**config.mk**
```make
export PLATFORM = sky130hd
export DESIGN_NAME = fetch_stage
export DESIGN_NICKNAME = d
export VERILOG_FILES = /design/src/rtl/cpu_pkg.sv /design/src/rtl/if_id_reg.sv /design/src/rtl/fetch_stage.sv
export SDC_FILE = /design/constraint.sdc
export NUM_CORES = 1
export LEC_CHECK = 0
export CAP_MARGIN = 10
export CORE_UTILIZATION = 43
export CTS_CLUSTER_SIZE = 16
export DETAILED_ROUTE_END_ITERATION = 7
export DONT_BUFFER_PORTS = 1
export PLACE_DENSITY = 0.69
export SLEW_MARGIN = 5
export SYNTH_ARGS = -nofsm -noshare
export SYNTH_HDL_FRONTEND = slang
export SYNTH_SLANG_ARGS = --single-unit
```
**constraint.sdc**
```tcl
create_clock -name clk_i -period 3.6 [get_ports clk_i]
set_input_delay 0.9 -clock clk_i [delete_from_list [all_inputs] [get_ports clk_i]]
set_output_delay 0.9 -clock clk_i [all_outputs]
set_load 0.01 [all_outputs]
```
**src/rtl/cpu_pkg.sv**
```systemverilog
// Shared definitions for the RV32I pipeline: next-PC select encoding,
// the canonical NOP word and the default reset vector.
package cpu_pkg;

    typedef enum logic [1:0] {
        PCSRC_PLUS4  = 2'b00,
        PCSRC_BRANCH = 2'b01,
        PCSRC_JALR   = 2'b10
    } pcsrc_e;

    // addi x0, x0, 0
    localparam logic [31:0] NOP_INSTR        = 32'h0000_0013;
    localparam logic [31:0] DEFAULT_RESET_PC = 32'h0000_0000;

endpackage

```
**src/rtl/if_id_reg.sv**
```systemverilog
// IF/ID pipeline register: bubble on flush, hold on stall, else capture
// the fetched word together with its PC and PC+4.
module if_id_reg
    import cpu_pkg::*;
#(
    parameter int DATAWIDTH = 32
) (
    input  logic                 clk_i,
    input  logic                 rst_i,
    input  logic                 stall_i,
    input  logic                 flush_i,
    input  logic [DATAWIDTH-1:0] instr_i,
    input  logic [DATAWIDTH-1:0] pc_i,
    input  logic [DATAWIDTH-1:0] pc_plus4_i,
    output logic [DATAWIDTH-1:0] instr_o,
    output logic [DATAWIDTH-1:0] pc_o,
    output logic [DATAWIDTH-1:0] pc_plus4_o,
    output logic                 valid_o
);

    logic [DATAWIDTH-1:0] instr_q, instr_d;
    logic [DATAWIDTH-1:0] pc_q, pc_d;
    logic [DATAWIDTH-1:0] pc_plus4_q, pc_plus4_d;
    logic                 valid_q, valid_d;

    // NOTE: every _d gets a default (hold) first so no path leaves it unassigned and infers a latch.
    always_comb begin
        instr_d    = instr_q;
        pc_d       = pc_q;
        pc_plus4_d = pc_plus4_q;
        valid_d    = valid_q;
        if (flush_i) begin
            instr_d    = DATAWIDTH'(NOP_INSTR);
            pc_d       = '0;
            pc_plus4_d = '0;
            valid_d    = 1'b0;
        end else if (!stall_i) begin
            instr_d    = instr_i;
            pc_d       = pc_i;
            pc_plus4_d = pc_plus4_i;
            valid_d    = 1'b1;
        end
    end

    // NOTE: state flops use non-blocking assignments so all registers update from pre-edge values.
    always_ff @(posedge clk_i) begin
        if (rst_i) begin
            instr_q    <= DATAWIDTH'(NOP_INSTR);
            pc_q       <= '0;
            pc_plus4_q <= '0;
            valid_q    <= 1'b0;
        end else begin
            instr_q    <= instr_d;
            pc_q       <= pc_d;
            pc_plus4_q <= pc_plus4_d;
            valid_q    <= valid_d;
        end
    end

    assign instr_o    = instr_q;
    assign pc_o       = pc_q;
    assign pc_plus4_o = pc_plus4_q;
    assign valid_o    = valid_q;

endmodule

```
**src/rtl/fetch_stage.sv**
```systemverilog
// Instruction fetch: PC register with branch/JALR redirect, sticky
// misaligned-target flag, and the IF/ID register feeding decode.
module fetch_stage
    import cpu_pkg::*;
#(
    parameter int                   DATAWIDTH = 32,
    parameter logic [DATAWIDTH-1:0] RESET_PC  = DATAWIDTH'(DEFAULT_RESET_PC)
) (
    input  logic                 clk_i,
    input  logic                 rst_i,
    input  logic                 Stall_i,
    input  logic                 Flush_i,
    input  logic [1:0]           PCSrc_i,
    input  logic [DATAWIDTH-1:0] PCE_i,
    input  logic [DATAWIDTH-1:0] ImmExtE_i,
    input  logic [DATAWIDTH-1:0] AluResultE_i,
    output logic [DATAWIDTH-1:0] InstrAddr_o,
    input  logic [DATAWIDTH-1:0] InstrData_i,
    output logic [DATAWIDTH-1:0] InstrD_o,
    output logic [DATAWIDTH-1:0] PCD_o,
    output logic [DATAWIDTH-1:0] PCPlus4D_o,
    output logic                 ValidD_o,
    output logic                 MisalignErr_o
);

    logic [DATAWIDTH-1:0] pcf_q, pcf_d;
    logic [DATAWIDTH-1:0] pc_plus4_f;
    logic [DATAWIDTH-1:0] target;
    logic                 redirect;
    logic                 misalign_q, misalign_d;

    always_comb begin
        pc_plus4_f = pcf_q + DATAWIDTH'(4);
        redirect   = 1'b0;
        target     = pc_plus4_f;
        case (PCSrc_i)
            PCSRC_BRANCH: begin
                redirect = 1'b1;
                target   = PCE_i + ImmExtE_i;
            end
            PCSRC_JALR: begin
                redirect = 1'b1;
                target   = AluResultE_i & ~DATAWIDTH'(1);
            end
            default: ;  // the reserved encoding falls through as sequential fetch
        endcase

        pcf_d = pcf_q;
        if (redirect) begin
            pcf_d = {target[DATAWIDTH-1:2], 2'b00};
        end else if (!Stall_i) begin
            pcf_d = pc_plus4_f;
        end

        misalign_d = misalign_q | (redirect && (target[1:0] != 2'b00));
    end

    always_ff @(posedge clk_i) begin
        if (rst_i) begin
            pcf_q      <= RESET_PC;
            misalign_q <= 1'b0;
        end else begin
            pcf_q      <= pcf_d;
            misalign_q <= misalign_d;
        end
    end

    assign InstrAddr_o   = pcf_q;
    assign MisalignErr_o = misalign_q;

    // A redirect squashes whatever is being fetched this cycle.
    if_id_reg #(
        .DATAWIDTH(DATAWIDTH)
    ) u_if_id_reg (
        .clk_i      (clk_i),
        .rst_i      (rst_i),
        .stall_i    (Stall_i),
        .flush_i    (Flush_i | redirect),
        .instr_i    (InstrData_i),
        .pc_i       (pcf_q),
        .pc_plus4_i (pc_plus4_f),
        .instr_o    (InstrD_o),
        .pc_o       (PCD_o),
        .pc_plus4_o (PCPlus4D_o),
        .valid_o    (ValidD_o)
    );

endmodule

```
* Word-level counts from Yosys, hierarchy flattened
Cells that the tools add are included.
** Storage, ports and cells
- Word-level logic and storage cells :: 23
- Register bits after elaboration :: 130
- Output and inout bits :: 130
- Input bits :: 134
** Cells by class
- $add $sub $neg :: 2
- Reductions and logical operators :: 5
- Mux-type cells :: 4
- Equal/unequal tests :: 3
- Bitwise logic cells :: 2
** Operators with widths (count)
- two-way mux 32 bit :: 2
- one-hot mux 32 bit (2 select lines) :: 1
- adder 32 x 3 -> 32 bit, second input constant :: 1
- adder 32 bit :: 1
- OR reduction 2 bit :: 3
- equality test 2 x 1 -> 1 bit, second input constant :: 1
- equality test 2 bit, second input constant :: 1
- inequality test 2 x 1 -> 1 bit, second input constant :: 1
- OR 1 bit :: 2
- nonzero test 2 bit :: 1
- logical AND 1 bit :: 1
- two-way mux 1 bit :: 1

* Longest topological paths before layout
Gate-level depths: netlist (run 1).
- Depth after elaboration :: 5
- Gate-level depth with buffers :: 11
- Depth with buffers taken out :: 11

* Cells and area by module
A second synthesis (run 1) with hierarchy kept.
** Unflattened totals
- Cells, all modules :: 871
- Area, all modules :: 7609.8 um2
** By module, submodules not included
- fetch_stage :: cells each 556, area an instance 4127.7 um2, sequential area each 620.6 um2, instances 1
- if_id_reg :: cells each 315, area an instance 3482.1 um2, sequential area each 1941.9 um2, instances 1

* Least setup slack after synthesis (run 1)
Ideal clock, no wire load.
- Kind :: in2reg
- From :: input PCE_i[0]
- To :: register pcf_q[26], in the netlist InstrAddr_o[26]
- Required time :: 3.463 ns
- Stages on the path :: 11
- Setup slack :: 0.650 ns
- Path buffers :: 0
- Arrival :: 2.813 ns
- Library setup time :: 0.137 ns
- Cells stage by stage :: ha_1 > inv_1 > fa_1 > nand2b_1 > a21oi_1 > o21ai_0 > a31oi_1 > o22ai_1 > xnor2_1 > a221oi_1 > a211oi_1
** Between the ends
- Word-level cells in the longest chain between the ends :: 3
** RTL lines
- start: declaration :: RTL line fetch_stage.sv:14 : input logic [DATAWIDTH-1:0] PCE_i,
- adder 32 bit :: RTL line fetch_stage.sv:39 : target = PCE_i + ImmExtE_i;
- one-hot mux 32 bit (2 select lines) :: RTL line fetch_stage.sv:36 : case (PCSrc_i)
- two-way mux 32 bit :: RTL line fetch_stage.sv:49 : if (redirect) begin
- end signal: assignment :: RTL line fetch_stage.sv:63 : pcf_q <= pcf_d;
- end: declaration :: RTL line fetch_stage.sv:26 : logic [DATAWIDTH-1:0] pcf_q, pcf_d;
Every way passes these cells.
A chain may end at the register's enable or synchronous reset.

* Worst setup path in the final report (run 1)
- From :: input PCE_i[10]
- To :: register pcf_q[22], in the netlist InstrAddr_o[22]
Same word-level chain as after synthesis.

==> results of run 1 <==
-- placed cells by master, fill, tap and decap left out, types with 17 or more instances in the layout --
cell type | synthesis | layout
a211oi_1 | 25 | 25
a21oi_1 | 67 | 67
a221oi_1 | 23 | 23
clkbuf_16 | 0 | 17
dfxtp_1 | 124 | 124
ha_1 | 34 | 33
mux2i_1 | 60 | 60
nand2_1 | 36 | 35
nand3_1 | 25 | 25
nor2_1 | 144 | 144
o21ai_0 | 25 | 25
xnor2_1 | 44 | 44
xor2_1 | 35 | 35
-- stage by stage --
stage | hold WS (ps) | instance area [sq um] | power (mW) | std cells | util (%)
finish | 503 | 8120 | 3.99 | 1078 | 48.5
global route | 523 | 8120 | 4.17 | 1078 | 48.5
CTS | 504 | 8120 | 4.03 | 1078 | 48.5
detailed placement | 495 | 7490 | 2.20 | 1046 | 44.7
global placement | 489 | 7490 | 2.19 | 1046 | 44.7
floorplan | 474 | 7470 | 2.09 | 890 | -
-- sequential cells by signal (all words and copies together) (netlist names) --
| register | flops |
|---|---|
| u_if_id_reg.instr_o | 32 |
| InstrAddr_o | 30 |
| u_if_id_reg.pc_o | 30 |
| u_if_id_reg.pc_plus4_o | 30 |
| MisalignErr_o | 1 |
| u_if_id_reg.valid_o | 1 |
-- final cells by class --
type | instances | area, sq um | share of cell area (%)
inverter | 12 | 45.0 | 0.555
timing repair buffer | 9 | 67.6 | 0.832
clock buffer | 19 | 443 | 5.45
sequential | 124 | 2480 | 30.6
tap | 220 | 275 | 3.39
clock inverter | 13 | 188 | 2.31
multi-input combinational | 681 | 4620 | 56.9
-- critical path, stage by stage --
cell      delay [ps]
ha_1             380
nand3_1          230
nor4_1           380
o21ai_0          270
a31oi_1          370
nor2_1           110
xnor2_1          130
a221oi_1         450
a211oi_1          90
-- where the power goes --
| part | switching, mW | internal [mW] |
|---|---|---|
| Clock | 0.635 | 1.18 |
| Sequential | 0.112 | 1.43 |
| Combinational | 0.360 | 0.279 |
| Total | 1.11 | 2.89 |
-- layer usage --
metal / global-route usage [%] / vias up / wire (um)
met5: 0 / - / 0
met4: 6.57 / 0 / 155
met3: 6.13 / 12 / 1750
met2: 34.0 / 254 / 8940
met1: 29.8 / 2776 / 9330
li1: - / 3065 / -
-- path summary, 6_finish.rpt --
path                       startpoint                  end  cells after the start
setup / recovery            PCE_i[10]      InstrAddr_o[22]                      9
hold / removal    u_if_id_reg.valid_o  u_if_id_reg.valid_o                      2
setup reg to reg       InstrAddr_o[3]      InstrAddr_o[24]                      9
hold reg to reg   u_if_id_reg.valid_o  u_if_id_reg.valid_o                      2
-- kinds of logic after synthesis --
group | share of synthesized area [%]
simple gates | 20.2
compound gates | 18.0
flops | 33.3
buf+inv | 5.10
xor+xnor | 9.28
mux | 8.06
fa+ha+maj | 5.98
other cells | 0.0503
==> metrics.yaml, run 1 <==
sta:
  slew_viol_final: 0
  grt_setup_unrepaired: "false"
  worst_slew_pin_slew_ps: 954
  hold_viol_final: 0
  fmax_mhz: 330
  finalSetupViolations: 0
  fin_skew_ps: 17.0
  period_minus_slack_ps: 3030
  fin_ws_ps: 571
  fin_tns_setup_ps: 0
  fin_crit_sh_pct: 84.1
  timing.slew.headroom_pct: 36.4
synth:
  yosysWarningCount: 0
  synth_top_cell_by_area: "dfxtp_1"
  avgSynthCellArea_sq_um: 8.42
  synth.most_common_cell: "nor2_1"
  ys_types: 73
  synth_top_cell_area_share_pct: 33.3
  synth-async-reset-ratio_pct: 0
  synth_cells: 885
  synthTopCellsByCount: "nor2_1 (144), dfxtp_1 (124), a21oi_1 (67)"
  syn_area_sq_mm: 0.00745
  yosysSeqAreaShare_pct: 33.3
  synth_edf_count: 0
  synth-seq-cells: 124
  synth_area_leaders: "dfxtp_1 (33%), mux2i_1 (8.1%), nor2_1 (7.3%), ha_1 (5.7%), xnor2_1 (5.2%)"
  synth_top_flop_cell: "dfxtp_1"
cts:
  cts_tree: "done"
  clk_latency_ps: 410
  ctsHoldBuffers: 0
  root_buffer: "clkbuf_16"
  htreeDepth: 4
  clockBufferDepth: 2
  cts_resized: 0
  cts_post_setup_buffers_inserted: 0
  cts_sinks: 124
  cts.reportedPaths.clkPinSlew_ps: 60
  cts_made_buffers: 17
global_route:
  grt_pass1_wl_um: 31000
  first_global_vias: 5564
  grt.total_usage_pct: 22.1
  antenna_found_initial: 0
  grt_max_degree: 147
  overflow: 0
floorplan:
  rows: 47
  pin_count: 264
  die_h_um: 134
  initial_utilization_pct: 44.5
  die_x_um: 134
  die-area_sq_mm: 0.0179
  fp.coreArea_sq_mm: 0.0168
power_and_ir_drop:
  peakVddDrop_v: 0.000237
  leakage_nw: 3.11
  power_density_mw_per_mm2: 492
run:
  max_cap_viol_count: 0
placed_design:
  gp_congestion: 0.895
  io_buffers: 0
  post-place-ws_ps: 238
  hpwl_um: 14800
drt:
  wire_per_inst_um: 18.7
  vias: 6107
  wl_um: 20200
  via_per_inst: 5.67
  first_pass_iters: 5
  ant_nets: 0
  drcViolationCount: 0
  first_iter_violations: 358
critical_path:
  start_kind: "primary input"
  crit_required_ps: 3870
  rrSetupSlack_ps: 910
  path_class: "in2reg"
  critPathMaxFanout: 6
  worstPathArrival_ps: 3300
  end_kind: "flop"
finish:
  antenna_cells: 0
  fin_nets: 1014
  drive_above_1_share_pct: 8.39
  area_growth_pct: 8.95
  fillCellCount: 1640
hold_path:
  hold_class: "reg2reg"
outcome:
  outcome: "finished, final reports clean"
No activity file was read; power rests on OpenSTA's default activity.
==> inputs of run 2 (changes only) <==
Settings changed: PLACE_DENSITY 0.69 to 0.71.
Clock period 3.6 ns to 2.5 ns, I/O delays scaled along.
==> metrics.yaml, run 2 (same netlist as run 1, synthesis figures left out) <==
critical_path:
  crit_path_cell_trace: "ha_1, inv_1, fa_1, nand2b_4, a21oi_4, o21ai_1, a31oi_1, nor2_1, xnor2_1, a221oi_1, a211oi_1"
  cp_slowest_cell: "fa_1"
  slowest_delay_ps: 380  # -70 ps
  crit_required_ps: 2770  # -1100 ps
  critPathMaxFanout: 5  # -1
  path_class: "in2reg"
  end_kind: "flop"
  start_kind: "primary input"
  worstPathArrival_ps: 2700  # -600 ps
finish:
  largest_register_ffs: 32  # unchanged
  final_util_pct: 53.5  # +5.1 points
  final_common_cell: "nor2_1"
  area_growth_pct: 20.4
  multiInputGateArea_sq_mm: 0.00479  # +3.6%
  fillCellCount: 1597  # -2.6%
  seqCellArea_sq_mm: 0.00248  # unchanged
  drive_above_1_share_pct: 19.0  # +11 points
  antenna_cells: 0  # unchanged
  layout_common_cells: "nor2_1 (144), dfxtp_1 (124), buf_4 (99), a21oi_1 (65), mux2i_1 (60)"
  fin_nets: 1108  # +9.3%
sta:
  finalSetupViolations: 0  # unchanged
  grt_setup_unrepaired: "false"
  slew_viol_final: 0  # unchanged
  fmax_mhz: 412
  hold_ws_ps: 297  # -206 ps
  fin_skew_ps: 6.81  # -10.2 ps
  fin_crit_sh_pct: 97.1
  period_minus_slack_ps: 2430
  hold_viol_final: 0  # unchanged
placed_design:
  gp_congestion: 0.897  # +0.30%
  io_buffers: 0  # unchanged
  hpwl_um: 16300  # +9.8%
drt:
  wl_um: 21100  # +4.5%
  via_per_inst: 5.44  # -4.0%
  wire_per_inst_um: 18.0  # -3.9%
  first_iter_violations: 317  # -11%
  vias: 6377  # +4.4%
  drcViolationCount: 0  # unchanged
  ant_nets: 0  # unchanged
  first_pass_iters: 5  # unchanged
floorplan:
  rows: 47  # unchanged
  fp.coreArea_sq_mm: 0.0168  # unchanged
  pin_count: 264  # unchanged
  die_x_um: 134  # unchanged
  die-area_sq_mm: 0.0179  # unchanged
  initial_utilization_pct: 44.5  # unchanged
  die_h_um: 134  # unchanged
cts:
  clk_latency_ps: 410  # about the same
  htreeDepth: 4  # unchanged
  clockBufferDepth: 2  # unchanged
  cts_made_buffers: 17  # unchanged
  cts_sinks: 124  # unchanged
  cts_tree: "done"
  cts.reportedPaths.clkPinSlew_ps: 60  # about the same
  ctsHoldBuffers: 0  # unchanged
  root_buffer: "clkbuf_16"
global_route:
  grt_max_degree: 147  # unchanged
  grt_pass1_wl_um: 32700  # +5.4%
  grt.total_usage_pct: 23.4  # +1.4 points
  overflow: 0  # unchanged
  first_global_vias: 6106  # +9.7%
  antenna_found_initial: 0  # unchanged
run:
  max_cap_viol_count: 0  # unchanged
power_and_ir_drop:
  switching_share_pct: 28.9  # +1.2 points
  switchingPower_mw: 1.64  # +48%
  p_int_mw: 4.04  # +40%
  pwr-share-clk_pct: 40.6  # -4.9 points
  power_density_mw_per_mm2: 633  # +29%
  seqPwrFrac_pct: 37.6  # -0.9 points
  peakVddDrop_v: 0.000397  # +68%
  leakage_nw: 3.58  # +15%
  combinationalPowerShare_pct: 21.8  # +5.8 points
  p_total_mw: 5.68  # +42%
hold_path:
  hold_class: "in2reg"
outcome:
  outcome: "finished, final reports clean"
## run 2: power groups by stage
stage | combinational [mW] | sequential [mW] | clock [mW]
floorplan | 0.857 | 2.19 | 0
global placement | 1.21 | 2.18 | 0
detailed placement | 1.23 | 2.18 | 0
CTS | 1.23 | 2.14 | 2.35
global route | 1.36 | 2.15 | 2.45
finish | 1.24 | 2.14 | 2.31
## run 2: metal layers
layer | GRT usage (%) | up-vias | wire length (um)
met2 | 37.7 | 235 | 9370
met1 | 29.9 | 2890 | 9610
met4 | 5.18 | 0 | 165
li1 | - | 3238 | -
met3 | 8.49 | 14 | 1950
met5 | 0 | - | 0
## run 2: path summary, 6_finish.rpt
path	start	endpoint	slack [ps]	cells after the start
max	PCE_i[0]	InstrAddr_o[22]	70	11
min	rst_i	InstrAddr_o[16]	300	1
max reg2reg	InstrAddr_o[5]	InstrAddr_o[31]	230	8
min reg2reg	u_if_id_reg.valid_o	u_if_id_reg.valid_o	510	2
## run 2: critical path, delay by kind of cell
family	cells	cell delay, ps
AO/OA/AOI/OAI	5	1080
adder cells (fa/ha/maj)	2	530
AND/OR/NAND/NOR	2	270
XOR/XNOR	1	130
buffers and inverters	1	50
## run 2: per-stage QoR
| step | instances | setup WS, ps | instance area, sq um | setup TNS [ps] |
|---|---|---|---|---|
| 2_1_floorplan | 890 | -8.71 | 7640 | -8.71 |
| 3_3_place_gp | 1140 | -272 | 8410 | -3330 |
| 3_5_place_dp | 1140 | -301 | 8410 | -3660 |
| 4_1_cts | 1172 | 103 | 8970 | 0 |
| 5_1_grt | 1172 | 12.6 | 8970 | 0 |
| 6_report | 1172 | 72.4 | 8970 | 0 |
## run 2: what timing repair did
| item | 4_1_cts | 5_1_grt |
|---|---|---|
| resized for setup | 0 | 1 |
| setup buffers | 0 | 0 |
| endpoints found under the setup margin | 0 | 3 |
## run 2: area by class of cell
cell class / count / area share [%]
inverters: 12 / 0.502
multi-input cells: 681 / 53.4
flip-flops and latches: 124 / 27.7
repair buffers: 103 / 9.17
clock buffers: 18 / 4.89
well taps: 220 / 3.07
clock inverters: 14 / 1.35
